==> src/rtl/stair_pkg.sv <==
// Shared encodings and helpers for the staircase sequence counter.
package stair_pkg;

    // Run-order encoding used on the mode input and the latched mode.
    localparam logic MODE_ASC  = 1'b0;
    localparam logic MODE_DESC = 1'b1;

    // A programmed limit of zero behaves as a limit of one.
    function automatic logic [31:0] eff_lim(input logic [31:0] lim_in);
        return (lim_in == 32'd0) ? 32'd1 : lim_in;
    endfunction

endpackage

==> src/rtl/stair_run_map.sv <==
// Maps a position within a run to the emitted element, ascending or descending.
module stair_run_map
    import stair_pkg::*;
#(
    parameter int WIDTH = 3
) (
    input  logic [WIDTH-1:0] i_pos,
    input  logic [WIDTH-1:0] i_run,
    input  logic             i_mode,
    output logic [WIDTH-1:0] o_count
);

    // Descending runs count down from the run length: r, r-1, ..., 1.
    always_comb begin
        o_count = i_pos;
        if (i_mode == MODE_DESC)
            o_count = i_run - i_pos + WIDTH'(1);
    end

endmodule

==> src/rtl/stair_seq_counter.sv <==
// Staircase sequence counter: runs of length 1..lim, each run 1..r or r..1.
module stair_seq_counter
    import stair_pkg::*;
#(
    parameter int WIDTH = 3
) (
    input  logic             clk,
    input  logic             rst,
    input  logic             en,
    input  logic             clr,
    input  logic             mode,
    input  logic [WIDTH-1:0] lim,
    output logic [WIDTH-1:0] count,
    output logic [WIDTH-1:0] run,
    output logic             run_end,
    output logic             seq_end
);

    logic [WIDTH-1:0] r_pos;
    logic [WIDTH-1:0] r_run;
    logic [WIDTH-1:0] r_lim;
    logic             r_mode;
    logic [WIDTH-1:0] w_eff_lim;
    logic             w_run_end;

    assign w_eff_lim = WIDTH'(eff_lim(32'(lim)));
    assign w_run_end = (r_pos == r_run);

    // Sequence state; mode is only picked up at a run start, limit only at a wrap or restart.
    always_ff @(posedge clk or posedge rst) begin
        if (rst) begin
            r_pos  <= WIDTH'(1);
            r_run  <= WIDTH'(1);
            r_mode <= MODE_ASC;
            r_lim  <= '1;
        end else if (clr) begin
            r_pos  <= WIDTH'(1);
            r_run  <= WIDTH'(1);
            r_mode <= mode;
            r_lim  <= w_eff_lim;
        end else if (en) begin
            if (!w_run_end) begin
                r_pos <= r_pos + WIDTH'(1);
            end else begin
                r_pos  <= WIDTH'(1);
                r_mode <= mode;
                if (r_run < r_lim) begin
                    r_run <= r_run + WIDTH'(1);
                end else begin
                    r_run <= WIDTH'(1);
                    r_lim <= w_eff_lim;
                end
            end
        end
    end

    stair_run_map #(.WIDTH(WIDTH)) u_map (
        .i_pos   (r_pos),
        .i_run   (r_run),
        .i_mode  (r_mode),
        .o_count (count)
    );

    assign run     = r_run;
    assign run_end = w_run_end;
    assign seq_end = w_run_end & (r_run == r_lim);

endmodule

==> config.mk <==
export PLATFORM = sky130hd
export DESIGN_NAME = stair_seq_counter
export DESIGN_NICKNAME = d
export VERILOG_FILES = /design/src/rtl/stair_pkg.sv /design/src/rtl/stair_run_map.sv /design/src/rtl/stair_seq_counter.sv
export SDC_FILE = /design/constraint.sdc
export NUM_CORES = 1
export LEC_CHECK = 0
export ABC_AREA = 1
export BUFFER_PORTS_ARGS = -buffer_cell sky130_fd_sc_hd__buf_2
export CAP_MARGIN = 20
export CORE_MARGIN = 1.5
export CORE_UTILIZATION = 40
export DETAILED_ROUTE_END_ITERATION = 8
export MAX_ROUTING_LAYER = met4
export PLACE_DENSITY = 0.72
export REMOVE_ABC_BUFFERS = 1
export SLEW_MARGIN = 20
export SYNTH_ARGS = -nofsm -noshare
export SYNTH_HDL_FRONTEND = slang
export SYNTH_SLANG_ARGS = --single-unit
==> constraint.sdc <==
create_clock -name clk -period 4.4 [get_ports clk]
set_clock_uncertainty 0.1 [all_clocks]
set_input_delay 0.88 -clock clk [delete_from_list [all_inputs] [get_ports clk]]
set_output_delay 0.88 -clock clk [all_outputs]
set_load 0.01 [all_outputs]
== Word-level counts from Yosys, hierarchy flattened ==
Index checks and enable logic that the tools add are counted.

* Flip-flop bits (word level): 10
* Latch bits: 0
* Memory bits (writable): 0
* Bits in read-only memories: 0
* Input port bits: 8
* Output and inout port bits: 8
* Logic and storage cells: 34
* Memories kept: 0

* $add $sub $neg: 4
* Multipliers: 0
* Divide/modulo/power cells: 0
* Magnitude comparators: 1
* Equal/unequal tests: 3
* Shift-type cells: 0
* Multiplexer cells: 16
* Bitwise gates (word level): 1
* Reduce and logical (&&, ||, !) cells: 5

{| class="wikitable"
|+ Operators with widths
! cell !! number
|-
| two-way mux 3 bit || 13
|-
| adder 3 x 1 -> 3 bit, second input constant || 3
|-
| equality test 3 bit || 2
|-
| nonzero test 2 bit || 2
|-
| logical NOT 3 bit || 1
|-
| less-than comparator 3 bit || 1
|-
| two-way mux 1 bit || 3
|-
| AND reduction 3 bit || 1
|-
| subtractor 3 bit || 1
|-
| inequality test 2 bit, second input constant || 1
|-
| AND reduction 2 bit || 1
|-
| bitwise AND 1 bit || 1
|}

== Longest topological paths before layout ==
* Depth after elaboration: 6
* Gate-level depth with buffers: 10

== Cells and area by module ==
From an unflattened synthesis, not the netlist that was laid out.

* Cells, all modules: 100
* Area, all modules: 752.0 um2

{| class="wikitable"
|+ By module, submodules not included
! module !! instances !! cells an instance !! area each (um2) !! sequential area each (um2)
|-
| stair_seq_counter || 1 || 78 || 624.3 || 256.5
|-
| stair_run_map || 1 || 22 || 127.6 || 0.0
|}

== Worst setup path before layout ==
No wires, ideal clock.

* Path kind: register to output
* Start point: reg r_run[1] (netlist: run[1])
* End point: out count[2]
* Data arrival time: 1.412 ns
* Required time: 3.420 ns
* Path slack: 2.008 ns
* Stages on the path, launching flop included: 9
* Path buffers: 0
* Cells stage by stage: dfrtp_1 -> inv_1 -> ha_1 -> inv_1 -> ha_1 -> xor2_1 -> nand2_1 -> nand3_1 -> o21ai_0

* Cells in the longest elaborated chain, start to end: 3

{| class="wikitable"
|+ Ends and longest elaborated chain
! what !! RTL line !! source
|-
| from (decl) || stair_seq_counter.sv:20 || <nowiki>logic [WIDTH-1:0] r_run;</nowiki>
|-
| from (signal assigned) || stair_seq_counter.sv:48 || <nowiki>r_run <= r_run + WIDTH'(1);</nowiki>
|-
| subtractor 3 bit || stair_run_map.sv:17 || <nowiki>o_count = i_run - i_pos + WIDTH'(1);</nowiki>
|-
| adder 3 x 1 -> 3 bit || stair_run_map.sv:17 ||
|-
| two-way mux 3 bit || stair_run_map.sv:16 || <nowiki>if (i_mode == MODE_DESC)</nowiki>
|-
| to (decl) || stair_seq_counter.sv:13 || <nowiki>output logic [WIDTH-1:0] count,</nowiki>
|}

No other way between the ends.

== Final worst setup path ==
Same ends and word-level chain as after synthesis.

==> results.json <==
{
  "rows": 15,
  "max_freq_mhz": 365,
  "ant_nets": 0,
  "leakagePower_uw": 0.000500,
  "synth_cell_types": 22,
  "ctsResizeCount": 0,
  "ios": 16,
  "first_global_vias": 556,
  "track_usage": 0.163,
  "antenna_found_initial": 0,
  "cp-start-kind": "register",
  "hold_violations": 0,
  "slowest_stage": "dfrtp_1",
  "endpoint_kind": "output pin",
  "drt_wl_total_um": 1470,
  "start_util": 0.436,
  "die_area_mm2": 0.00222,
  "cts_tree": "done",
  "num_vias": 641,
  "final_common_cell": "nand2_1",
  "slew_headroom": 0.744,
  "htree_levels": 1,
  "synthCells": 96,
  "numClockSinks": 10,
  "syn_to_final_growth_pct": 17.1,
  "cts_root_buf": "clkbuf_4",
  "cts_buffer_depth": 2,
  "holdWs_ps": 364,
  "diodes": 0,
  "status": "complete, no violations",
  "worstPathMaxFanout": 5,
  "drive_gt1_frac": 0.304,
  "place_hpwl_um": 1240,
  "cp_top_family": "adder cells",
  "cp_cell_sequence": "inv_1 -> ha_1 -> inv_1 -> ha_1 -> xor2_1 -> nand2_1 -> nand3_1 -> o21ai_0 -> buf_2",
  "synth_area_per_cell_um2": 8.09,
  "setup-tns-final_ps": 0,
  "clk_latency_ps": 260,
  "ys_ff_latch": 10,
  "wl_per_cell_um": 10.5,
  "fin_total_pwr_uw": 701,
  "fp.dieW_um": 47.1,
  "min_period_ps": 2740,
  "drt_first_pass_iters": 4,
  "grt_max_degree": 11,
  "port_buffers": 15,
  "arrival_ps": 1760,
  "synth-seq-area-share": 0.330,
  "cp.required_ps": 3420,
  "rsz0062_at_grt": "no",
  "path_class": "register to output pin",
  "final_area_um2": 910,
  "gp_congestion": 0.790,
  "max_slew.worst_pin.slew_ps": 383,
  "drv_slew": 0,
  "clk_pin_slew_ps": 70,
  "hold_buffers": 0,
  "numCtsBuffers": 3,
  "overflow": 0,
  "drt_iter0_drc": 4,
  "finalSetupViolCount": 0,
  "ys_warn_count": 0,
  "final_cell_mix": "27 x nand2_1, 15 x inv_1, 15 x buf_2",
  "maxCapViolations": 0,
  "slowest_delay_ps": 400,
  "period_share": 0.623,
  "pwr_density_cell_mw_per_mm2": 770,
  "synth_area_um2": 777,
  "die_y_um": 47.1,
  "vias_per_cell": 4.58,
  "placed_area_um2": 883,
  "hold_class": "register to register",
  "coreArea_mm2": 0.00178,
  "peakVddDrop_v": 0.000308,
  "crit_buf_inv": 3,
  "post_cts_buffers": 0,
  "drc": 0,
  "grt_pass1_wl_um": 2330,
  "nets": 132,
  "fill_cells": 184
}
==> state kept, by name, summed over array words and instances (netlist names) <==
name and count:
r_lim 3, r_mode 1, r_pos 3, run 3
==> metrics by stage <==
| stage | cells | utilization | setup slack [ps] |
|---|---|---|---|
| floorplan | 96 | - | 2010 |
| global placement | 136 | 0.495 | 1980 |
| detailed placement | 136 | 0.495 | 1940 |
| CTS | 140 | 0.510 | 1630 |
| global route | 140 | 0.510 | 1530 |
| finish | 140 | 0.510 | 1660 |
==> cell families after synthesis <==
logic type	Yosys count	synth area share
and+or+nand+nor	48	0.337
buffers and inverters	18	0.0934
DFF	10	0.330
AOI/OAI and AO/OA	8	0.0660
adders and majority gates	8	0.129
xor gates and xnor gates	4	0.0451
==> metal layers <==
layer / share of wire / up-vias / GRT usage
met1: 0.46 / 282 / 0.203
met4: 0.0088 / 0 / 0.100
met2: 0.50 / 15 / 0.247
met5: 0 / - / -
met3: 0.031 / 2 / 0.0231
li1: - / 342 / -
==> tightest hold or removal path, delay by kind of cell (launching register included) <==
kind	cells	cell delay (ps)
DFF	1	370
and+or+nand+nor	2	90
==> synth_stat cells <==
cell type,number,area share
xnor2_1,1,0.011
nand2_1,27,0.13
nand3_2,1,0.013
inv_2,2,0.0097
o22ai_1,1,0.0081
nand3_1,5,0.032
inv_1,15,0.072
o21ai_2,2,0.023
nand3_4,1,0.023
dfstp_2,5,0.17
o21ai_0,3,0.019
ha_1,8,0.13
nand2_2,2,0.016
dfrtp_1,5,0.16
o21bai_1,1,0.0097
nand4_1,4,0.032
nor2_1,5,0.024
nand2_8,2,0.052
a21oi_1,1,0.0064
nand2_4,1,0.014
clkinv_4,1,0.011
xor2_1,3,0.034
==> report_power, final <==
| group | leakage [µW] | switching (µW) | total [µW] | internal [µW] |
|---|---|---|---|---|
| logic | 0.000366 | 270 | 444 | 174 |
| registers | 0.000119 | 40.3 | 190 | 149 |
| clock network | 0.0000150 | 31.9 | 67.0 | 35.1 |
==> area by class of cell <==
type / count / area, µm² / share of cell area
multi-input combinational: 68 / 448 / 0.492
clock buffer: 4 / 26.3 / 0.0289
sequential: 10 / 256 / 0.282
timing repair buffer: 15 / 75.1 / 0.0825
tap: 25 / 31.3 / 0.0344
inverter: 18 / 72.6 / 0.0798
==> final timing paths <==
kind                       cells after the start     start  endpoint  slack [ps]
max                                            9    run[1]  count[2]        1660
min                                            2  r_lim[2]  r_lim[2]         360
max reg2reg                                    9  r_pos[0]    r_mode        2690
min reg2reg                                    2  r_lim[2]  r_lim[2]         360
max in group asynchronous                      2       rst    run[0]        3410
min in group asynchronous                      2       rst    run[1]         480
(Power assumes the default switching activity.)
